### config.mk
export PLATFORM = sky130hd
export DESIGN_NAME = ser_sched_flat
export DESIGN_NICKNAME = d
export VERILOG_FILES = /design/src/rtl/ser_sched_pkg.sv /design/src/rtl/ser_sched_if.sv /design/src/rtl/ser_sched_rr_arbiter.sv /design/src/rtl/ser_sched.sv /design/src/flat_wrapper.sv
export SDC_FILE = /design/constraint.sdc
export NUM_CORES = 1
export LEC_CHECK = 0
export BUFFER_PORTS_ARGS = -buffer_cell sky130_fd_sc_hd__buf_2
export CORE_MARGIN = 1
export CORE_UTILIZATION = 45
export DETAILED_ROUTE_END_ITERATION = 10
export PLACE_DENSITY_LB_ADDON = 0.1
export SETUP_SLACK_MARGIN = 0.4
export SYNTH_ARGS = -nofsm -noshare
export SYNTH_HDL_FRONTEND = slang
export SYNTH_SLANG_ARGS = --single-unit
### constraint.sdc
create_clock -name clk -period 3.95 [get_ports clk]
set_clock_uncertainty 0.05 [all_clocks]
set_input_delay 0.5925 -clock clk [delete_from_list [all_inputs] [get_ports clk]]
set_output_delay 0.5925 -clock clk [all_outputs]
set_load 0.02 [all_outputs]
### src/rtl/ser_sched_pkg.sv
// rtl/ser_sched_pkg.sv - shared state encoding and parameter defaults for ser_sched
// Purpose: FSM state enum, legacy-compatible state constants and default
//          parameter values shared by ser_sched, its interface and rr_arbiter.
// Ports:   none (package).
package ser_sched_pkg;

  localparam int NREQ_DEF      = 4;
  localparam int DATAWIDTH_DEF = 8;
  localparam int START_TMO_DEF = 4;

  typedef enum logic [1:0] {
    IDLE       = 2'd0,
    LOAD       = 2'd1,
    WAIT_START = 2'd2,
    WAIT_END   = 2'd3
  } state_e;

  localparam logic [1:0] ST_IDLE       = IDLE;
  localparam logic [1:0] ST_LOAD       = LOAD;
  localparam logic [1:0] ST_WAIT_START = WAIT_START;
  localparam logic [1:0] ST_WAIT_END   = WAIT_END;

endpackage

### src/rtl/ser_sched_if.sv
// rtl/ser_sched_if.sv - requester and serializer signal bundle for ser_sched
// Purpose: groups the requester handshake and the shared-serializer signals.
// Ports:   master modport is the scheduler side (drives o_*),
//          slave modport is the requester/serializer side (drives i_*).
//          i_Req/i_Data     per-requester pending flag and parallel word
//          o_Ack            one-hot capture pulse back to the requester
//          o_SerData/Load   word and load strobe to the serializer
//          i_SerValid       serializer serial-output valid
//          o_ActiveId/Busy/Done/Err  ownership and completion status
interface ser_sched_if
  import ser_sched_pkg::*;
#(
  parameter int NREQ      = NREQ_DEF,
  parameter int DATAWIDTH = DATAWIDTH_DEF
) ();

  logic [NREQ-1:0]                i_Req;
  logic [NREQ-1:0][DATAWIDTH-1:0] i_Data;
  logic [NREQ-1:0]                o_Ack;
  logic [DATAWIDTH-1:0]           o_SerData;
  logic                           o_SerLoad;
  logic                           i_SerValid;
  logic [$clog2(NREQ)-1:0]        o_ActiveId;
  logic                           o_Busy;
  logic                           o_Done;
  logic                           o_Err;

  modport master (
    input  i_Req, i_Data, i_SerValid,
    output o_Ack, o_SerData, o_SerLoad, o_ActiveId, o_Busy, o_Done, o_Err
  );

  modport slave (
    output i_Req, i_Data, i_SerValid,
    input  o_Ack, o_SerData, o_SerLoad, o_ActiveId, o_Busy, o_Done, o_Err
  );

endinterface

### src/rtl/ser_sched_rr_arbiter.sv
// rtl/ser_sched_rr_arbiter.sv - combinational round-robin grant for ser_sched
// Purpose: picks the first set request at or after ptr, wrapping NREQ-1 -> 0.
// Ports:   req   pending requests
//          ptr   search start index
//          grant one-hot winner (zero when no request)
//          index binary index of the winner
//          any   at least one request pending
module rr_arbiter
  import ser_sched_pkg::*;
#(
  parameter int NREQ = NREQ_DEF
) (
  input  logic [NREQ-1:0]         req,
  input  logic [$clog2(NREQ)-1:0] ptr,
  output logic [NREQ-1:0]         grant,
  output logic [$clog2(NREQ)-1:0] index,
  output logic                    any
);

  localparam int IDW = $clog2(NREQ);

  logic           found;
  logic [IDW-1:0] idx;

  always_comb begin
    grant = '0;
    index = '0;
    found = 1'b0;
    idx   = '0;
    any   = |req;
    for (int k = 0; k < NREQ; k++) begin
      idx = IDW'((int'(ptr) + k) % NREQ);
      if (!found && req[idx]) begin
        found      = 1'b1;
        grant[idx] = 1'b1;
        index      = idx;
      end
    end
  end

endmodule

### src/rtl/ser_sched.sv
// rtl/ser_sched.sv - round-robin scheduler sharing one parallel-to-serial serializer
// Purpose: arbitrates NREQ requesters onto a single serializer, loads the
//          winner's word, supervises serializer start (timeout) and end.
// Ports:   clk   rising-edge clock
//          rstn  synchronous active-low reset
//          bus   ser_sched_if.master (requesters + serializer + status)
module ser_sched
  import ser_sched_pkg::*;
#(
  parameter int NREQ      = NREQ_DEF,
  parameter int DATAWIDTH = DATAWIDTH_DEF,
  parameter int START_TMO = START_TMO_DEF
) (
  input  logic        clk,
  input  logic        rstn,
  ser_sched_if.master bus
);

  localparam int IDW = $clog2(NREQ);
  localparam int CW  = $clog2(START_TMO + 1);

  logic [1:0]           state_q, state_d;
  logic [IDW-1:0]       ptr_q, ptr_d;
  logic [CW-1:0]        cnt_q, cnt_d;
  logic [DATAWIDTH-1:0] word_q, word_d;
  logic [IDW-1:0]       id_q, id_d;
  logic [NREQ-1:0]      ack_q, ack_d;
  logic                 load_q, load_d;
  logic                 busy_q, busy_d;
  logic                 done_q, done_d;
  logic                 err_q, err_d;

  logic [NREQ-1:0]      grant;
  logic [IDW-1:0]       grant_idx;
  logic                 grant_any;

  rr_arbiter #(.NREQ(NREQ)) u_arb (
    .req   (bus.i_Req),
    .ptr   (ptr_q),
    .grant (grant),
    .index (grant_idx),
    .any   (grant_any)
  );

  always_comb begin
    state_d = state_q;
    ptr_d   = ptr_q;
    cnt_d   = cnt_q;
    word_d  = word_q;
    id_d    = id_q;
    ack_d   = '0;
    load_d  = 1'b0;
    done_d  = 1'b0;
    err_d   = 1'b0;
    case (state_q)
      ST_IDLE: begin
        // The first IDLE cycle after a Done/Err is a settle cycle: requests are
        // re-sampled only on the following cycle, so loads stay two cycles
        // behind completion and the serializer has time to fall idle.
        if (grant_any && !done_q && !err_q) begin
          word_d  = bus.i_Data[grant_idx];
          id_d    = grant_idx;
          ptr_d   = (grant_idx == IDW'(NREQ - 1)) ? '0 : grant_idx + 1'b1;
          ack_d   = grant;
          load_d  = 1'b1;
          state_d = ST_LOAD;
        end
      end
      ST_LOAD: begin
        cnt_d   = '0;
        state_d = ST_WAIT_START;
      end
      ST_WAIT_START: begin
        // Valid takes priority over the timeout on the same cycle.
        if (bus.i_SerValid) begin
          state_d = ST_WAIT_END;
        end else begin
          cnt_d = cnt_q + 1'b1;
          if (cnt_q == CW'(START_TMO - 1)) begin
            err_d   = 1'b1;
            state_d = ST_IDLE;
          end
        end
      end
      ST_WAIT_END: begin
        if (!bus.i_SerValid) begin
          done_d  = 1'b1;
          state_d = ST_IDLE;
        end
      end
      default: state_d = ST_IDLE;
    endcase
    busy_d = (state_d != ST_IDLE);
  end

  always_ff @(posedge clk) begin
    if (!rstn) begin
      state_q <= ST_IDLE;
      ptr_q   <= '0;
      cnt_q   <= '0;
      word_q  <= '0;
      id_q    <= '0;
      ack_q   <= '0;
      load_q  <= 1'b0;
      busy_q  <= 1'b0;
      done_q  <= 1'b0;
      err_q   <= 1'b0;
    end else begin
      state_q <= state_d;
      ptr_q   <= ptr_d;
      cnt_q   <= cnt_d;
      word_q  <= word_d;
      id_q    <= id_d;
      ack_q   <= ack_d;
      load_q  <= load_d;
      busy_q  <= busy_d;
      done_q  <= done_d;
      err_q   <= err_d;
    end
  end

  assign bus.o_Ack      = ack_q;
  assign bus.o_SerData  = word_q;
  assign bus.o_SerLoad  = load_q;
  assign bus.o_ActiveId = id_q;
  assign bus.o_Busy     = busy_q;
  assign bus.o_Done     = done_q;
  assign bus.o_Err      = err_q;

endmodule
### src/flat_wrapper.sv
// flat-port wrapper written by rule: the top's interface ports become plain ports
module ser_sched_flat import ser_sched_pkg::*;
#(
  parameter int NREQ      = NREQ_DEF,
  parameter int DATAWIDTH = DATAWIDTH_DEF,
  parameter int START_TMO = START_TMO_DEF
)
  (clk, rstn, bus_i_Req, bus_i_Data, bus_i_SerValid, bus_o_Ack, bus_o_SerData, bus_o_SerLoad, bus_o_ActiveId, bus_o_Busy, bus_o_Done, bus_o_Err);
  ser_sched_if #(.NREQ(NREQ), .DATAWIDTH(DATAWIDTH)) bus_i ();
  input  logic clk;
  input  logic rstn;
  input wire logic [$bits(bus_i.i_Req)-1:0] bus_i_Req;
  input wire logic [$bits(bus_i.i_Data)-1:0] bus_i_Data;
  input wire logic [$bits(bus_i.i_SerValid)-1:0] bus_i_SerValid;
  output wire logic [$bits(bus_i.o_Ack)-1:0] bus_o_Ack;
  output wire logic [$bits(bus_i.o_SerData)-1:0] bus_o_SerData;
  output wire logic [$bits(bus_i.o_SerLoad)-1:0] bus_o_SerLoad;
  output wire logic [$bits(bus_i.o_ActiveId)-1:0] bus_o_ActiveId;
  output wire logic [$bits(bus_i.o_Busy)-1:0] bus_o_Busy;
  output wire logic [$bits(bus_i.o_Done)-1:0] bus_o_Done;
  output wire logic [$bits(bus_i.o_Err)-1:0] bus_o_Err;
  assign bus_i.i_Req = bus_i_Req;
  assign bus_i.i_Data = bus_i_Data;
  assign bus_i.i_SerValid = bus_i_SerValid;
  assign bus_o_Ack = bus_i.o_Ack;
  assign bus_o_SerData = bus_i.o_SerData;
  assign bus_o_SerLoad = bus_i.o_SerLoad;
  assign bus_o_ActiveId = bus_i.o_ActiveId;
  assign bus_o_Busy = bus_i.o_Busy;
  assign bus_o_Done = bus_i.o_Done;
  assign bus_o_Err = bus_i.o_Err;
  ser_sched #(.NREQ(NREQ), .DATAWIDTH(DATAWIDTH), .START_TMO(START_TMO)) u_core (.clk(clk), .rstn(rstn), .bus(bus_i));
endmodule
Word-level counts from Yosys, hierarchy flattened
Index checks and enable logic that the tools add are counted.
{"block": "word_totals", "ff_bits": 25, "latchBits": 0, "mem_bits_rw": 0, "mem_bits_ro": 0, "inputBits": 39, "out_inout_bits": 18, "wordCells": 99, "memories": 0}
{"block": "op_classes", "addsub": 5, "n_mul": 0, "div": 0, "n_lt_le_gt_ge": 9, "eq_ne": 6, "n_shift": 0, "n_mux": 40, "n_bitwise": 5, "reduce_logical": 24}
{"op": "2-bit two-way mux", "count": 9}
{"op": "8-bit binary-select mux with 2-bit select", "count": 1}
{"op": "4-bit two-way mux", "count": 4}
{"op": "2-bit by 3-bit < comparator with 1-bit output, second input constant", "count": 5}
{"op": "1-bit two-way mux", "count": 14}
{"op": "4-bit OR", "count": 3}
{"op": "1-bit logical AND", "count": 9}
{"op": "1-bit binary-select mux with 2-bit select", "count": 4}
{"op": "1-bit demux with 2-bit select", "count": 4}
{"op": "2-bit by 1-bit >= comparator with 1-bit output, second input constant", "count": 4}
{"op": "8-bit two-way mux", "count": 1}
{"op": "2-bit one-hot mux with 4 select lines", "count": 1}
{"op": "2-bit AND reduction", "count": 4}
{"op": "2-bit equality test, second input constant", "count": 3}
{"op": "3-bit one-hot mux with 2 select lines", "count": 1}
{"op": "1-bit zero test", "count": 5}
{"op": "2-bit by 1-bit adder with 2-bit output, second input constant", "count": 2}
{"op": "2-bit adder, second input constant", "count": 2}
{"op": "2-bit nonzero test", "count": 2}
{"op": "4-bit OR reduction", "count": 1}
{"op": "3-bit by 1-bit adder with 3-bit output, second input constant", "count": 1}
{"op": "3-bit by 2-bit equality test with 1-bit output, second input constant", "count": 1}
{"op": "3-bit two-way mux", "count": 1}
{"op": "3-bit AND reduction", "count": 1}
{"op": "other kinds (5)", "count": 6}

Logic depth before layout (Yosys ltp)
{"block": "depth", "depth_word": 14, "ltp_mapped": 12, "depth_no_buf": 8}

Cells and area by module
From an unflattened synthesis, not the netlist that was laid out.
{"block": "unflattened", "cells_unflattened": 161, "area_unflattened_um2": 1574.0}
{"module": "ser_sched", "n_inst": 1, "cells_per_inst": 110, "area_each_um2": 1127.3, "seq_area_each_um2": 500.5}
{"module": "rr_arbiter", "n_inst": 1, "cells_per_inst": 51, "area_each_um2": 446.7, "seq_area_each_um2": 0.0}

Least setup slack after synthesis
OpenSTA, ideal clock, no wires.
{"block": "synth_path", "kind": "register to register", "from": "register u_core.ptr_q[0]", "to": "register u_core.word_q[2], in the netlist u_core.bus.o_SerData[2]", "setup_ns": 0.130, "arrival_ns": 2.889, "path_slack_ns": 0.882, "stages_incl_launch_ff": 13, "synth_period_minus_slack_ns": 3.068, "path_cell_list": "dfxtp_1 > buf_6 > clkbuf_1 > inv_1 > ha_1 > buf_2 > mux2i_1 > a32o_1 > a221oi_1 > a31oi_1 > buf_2 > a32oi_1 > o211ai_1"}
{"block": "synth_between", "elab_chain_len": 14}
{"item": "start, declared", "line_no": "ser_sched.sv:23", "text": "logic [IDW-1:0] ptr_q, ptr_d;"}
{"item": "start signal, assigned", "line_no": "ser_sched.sv:110", "text": "ptr_q <= ptr_d;"}
{"item": "parallel branches: the longest is 11 deep, another holds 2-bit by 1-bit adder with 2-bit output"}
{"item": "2-bit two-way mux (*)", "line_no": "ser_sched_rr_arbiter.sv:33", "text": "if (!found && req[idx]) begin"}
{"item": "8-bit binary-select mux with 2-bit select (*)", "line_no": "ser_sched.sv:61", "text": "word_d = bus.i_Data[grant_idx];"}
{"item": "8-bit two-way mux (not written as such) (*)", "line_no": "ser_sched.sv:61"}
{"item": "end signal, assigned", "line_no": "ser_sched.sv:112", "text": "word_q <= word_d;"}
{"item": "end, declared", "line_no": "ser_sched.sv:25", "text": "logic [DATAWIDTH-1:0] word_q, word_d;"}
Every way passes the cells marked *. The select of a mux whose other input is x is not followed.
A chain may end at the register's enable or synchronous reset.

Worst setup path in the final report
{"block": "layout_path", "from": "register u_core.ptr_q[1]", "to": "register u_core.word_q[3], in the netlist u_core.bus.o_SerData[3]"}
The elaborated chain is that of the path after synthesis.

==> run summary <==
status -> completed
Synth top cells by count -> 25 x dfxtp_1, 19 x nor2_1, 10 x mux2i_1, 10 x o211ai_1, 9 x nand2_1
area leader, netlist -> dfxtp_1
H-Tree Depth -> 1
worst r2r src -> u_core.ptr_q[1]$_SDFFE_PN0P_
total number of vias -> 1660
Seq/Total Area, Yosys -> 28.8%
FF+latch area -> 500 sq um
crit path launch type -> flip-flop
first-pass iteration count of the detailed router -> 4
vias in the first global route -> 1536
CTS Root Cell -> clkbuf_8
wire length per cell -> 14.2 um
reg-to-reg critical path endpoint -> u_core.bus.o_SerData[3]$_SDFFE_PN0P_
Tcrit/Tclk final -> 75.7%
Post-Syn Area per Cell -> 8.88 sq um
PortBufs -> 56
Worst Reg-to-Reg Cells -> 8
first-pass GRT wire length -> 6840 um
mux share of post-synthesis cell area -> 14.2%
layout cells sized above 1 -> 32.8%
predominant post-synthesis flop cell -> dfxtp_1
Top delay family on crit path -> simple AND/OR/NAND/NOR gates
CP dominant cell by count -> o211ai_1
CP startpoint -> u_core.ptr_q[1]$_SDFFE_PN0P_
Post-synth EDFFs -> 0
initial antenna violation count -> 0
CP bufs+invs -> 1
crit path to -> u_core.bus.o_SerData[3]$_SDFFE_PN0P_
Synth Instances -> 196
Distinct cells, synth -> 52
Detailed Route Iter0 Violations -> 95
largest family of logic cells by synthesized area -> compound AO/OA/AOI/OAI gates
post-synth top area share -> 28.8%
grt total ovfl -> 0
hold_buf cts -> 0
Slew Limit Fails -> 0
asr flop ratio synth -> 0%
design area -> 2060 sq um
total of warnings raised by yosys -> 0
n_diodes -> 0
Area Overhead vs Synth -> 18.5%
shortest period the worst path allows -> 2.99 ns
Setup crit end kind -> flip-flop
Worst path slowest cell -> nor2b_1
adder-cell share of the synthesized area -> 5.03%
crit-path cells -> inv_1 -> ha_1 -> mux4_2 -> nor2b_1 -> o21ai_4 -> and3_1 -> o211ai_1 -> o211ai_1
slew margin rel. -> 59.4%
pwr/cell area -> 585 nW/um^2
routability congestion estimate -> 0.870
Tot Pwr -> 1.21 mW
# IOs -> 57
register bit total from synthesis -> 25
Peak supply drop -> 0.317 mV
area of the multi-input gates -> 1140 sq um
Filler Cells Inserted -> 368
Die X -> 64.2 um
Die H -> 64.2 um
Synth area leaders -> dfxtp_1 29%, mux2i_1 5.8%, ha_1 5.0%
DRC -> 0
Placed Area -> 2020 sq um
slowest cell delay on critical path -> 0.52 ns
Compound-Gate Fraction of Synth Area -> 25.8%
Synth Area in Simple Gates -> 19.8%
Max Cap Violations -> 0
starting density of the core -> 47.2%
drt total wl -> 4140 um
worst slew pin tran -> 0.608 ns
dpl ws -> 0.989 ns
WP depth -> 8
Post-Synth XOR/XNOR Area -> 0.503%
Hold Violations, Final -> 0
Post-Syn Area -> 1740 sq um
critical path class -> flip-flop to flip-flop
die area -> 4120 sq um
core area -> 3690 sq um
clock-pin slew on the worst setup and hold paths -> 0.09 ns
Reg2Reg Setup Slack -> 0.96 ns
postcts setup bufs -> 0
most numerous cell in the Yosys netlist -> dfxtp_1
Num CTS Buffers -> 3
Vias/cell -> 5.68
Resize count post-CTS -> 0
Final setup viols -> 0
LEAKAGE -> 0.916 nW
CTS Sinks -> 25
CTS tree -> yes
Data arrival, critical path -> 3.09 ns
nets -> 291
Skew-Pair Late Insertion Delay -> 0.27 ns
RSZ-0062 raised after global routing -> false
worst min-delay path class -> flip-flop to flip-flop
setup tns final -> 0 ns
syn nets -> 242
CP Max Fanout -> 15
gr usage total -> 20.8%
fmax -> 0.334 GHz
Final ANT Viol Nets -> 0
Rows -> 22
dpl hpwl -> 3080 um
worst endpoint required time -> 4.05 ns
Max clock buf depth -> 2
largest net degree at the start of global routing -> 22
setup ws final -> 0.960 ns
power breakdown:
part	internal (mW)	switching (mW)	total (mW)	leakage (nW)
sequential	0.319	0.0393	0.358	0.205
combinational	0.282	0.418	0.700	0.688
clock	0.0721	0.0774	0.149	0.0228
worst reg2reg max path, cell delays in order (launching register included):
cell and delay [ns]:
dfxtp_1 0.49, inv_1 0.10, ha_1 0.51, mux4_2 0.42
nor2b_1 0.52, o21ai_4 0.25, and3_1 0.24, o211ai_1 0.18
o211ai_1 0.11
per-stage QoR:
step | hold slack (ns) | instances | util [%]
2_1_floorplan | 0.442 | 196 | -
3_3_place_gp | 0.412 | 288 | 54.7
3_5_place_dp | 0.410 | 288 | 54.7
4_1_cts | 0.430 | 292 | 55.9
5_1_grt | 0.451 | 292 | 55.9
6_report | 0.426 | 292 | 55.9
cells in the final DEF (no fill, tap or decap), types with 2 or more instances in the layout:
cell      netlist  final
nor2b_1         2      2
nor3_1          2      2
nor4_1          2      2
buf_4           1      2
or3_1           4      4
o211ai_1       10     10
clkbuf_8        0      3
a21oi_1         4      4
mux4_2          3      3
buf_2           5     56
a22oi_1         7      7
nand3b_1        2      2
a32oi_1         5      5
a21boi_1        3      3
mux2_2          7      7
a31oi_1         6      6
o31ai_1         3      3
mux2i_1        10     10
nor2_1         19     19
o21ai_0         4      4
and3_1          7      7
inv_1           5      5
nand2_1         9      9
a221oi_1        5      5
ha_1            7      7
nand3_1         7      7
dfxtp_1        25     25
kinds of logic (layout without fill, tap and decap cells):
logic type,count (synthesis),after routing
AOI/OAI and AO/OA,58,58
xor gates and xnor gates,1,1
DFF,25,25
buffers and inverters,21,69
adders and majority gates,7,7
muxes,20,20
and+or+nand+nor,64,64
sequential cells by signal (all words and copies together), names as in the netlist:
name / flops
u_core.bus.o_Ack: 4
u_core.bus.o_ActiveId: 2
u_core.bus.o_Busy: 1
u_core.bus.o_Done: 1
u_core.bus.o_Err: 1
u_core.bus.o_SerData: 8
u_core.bus.o_SerLoad: 1
u_core.cnt_q: 3
u_core.ptr_q: 2
u_core.state_q: 2
cell type report:
class                   instances  share of cell area [%]
clock buffers                   4                    2.18
inverters                       7                    1.27
multi-input cells             150                    55.1
flip-flops and latches         25                    24.3
well taps                      48                    2.91
repair buffers                 58                    14.3
metal layers:
metal,vias up,part of all wire [%],global-route usage [%]
met5,-,0,0
met4,0,0.72,3.33
met3,4,4.4,2.68
met2,44,47,36.3
met1,765,48,27.7
li1,847,-,-
how the worst min path moves through the flow:
stage	startpoint	end	slack, ns	cells past startpoint
final	u_core.bus.o_ActiveId[1]$_SDFFE_PN0P_	u_core.bus.o_ActiveId[1]$_SDFFE_PN0P_	0.43	2
after global routing	u_core.bus.o_ActiveId[1]$_SDFFE_PN0P_	u_core.bus.o_ActiveId[1]$_SDFFE_PN0P_	0.45	2
after CTS	u_core.bus.o_ActiveId[1]$_SDFFE_PN0P_	u_core.bus.o_ActiveId[1]$_SDFFE_PN0P_	0.43	2
after detailed placement	u_core.bus.o_ActiveId[1]$_SDFFE_PN0P_	u_core.bus.o_ActiveId[1]$_SDFFE_PN0P_	0.41	2
after global placement	u_core.bus.o_ActiveId[1]$_SDFFE_PN0P_	u_core.bus.o_ActiveId[1]$_SDFFE_PN0P_	0.41	2
after floorplan	u_core.cnt_q[1]$_SDFFE_PN0P_	u_core.cnt_q[1]$_SDFFE_PN0P_	0.44	2
Power figures use the tool's default switching activity.
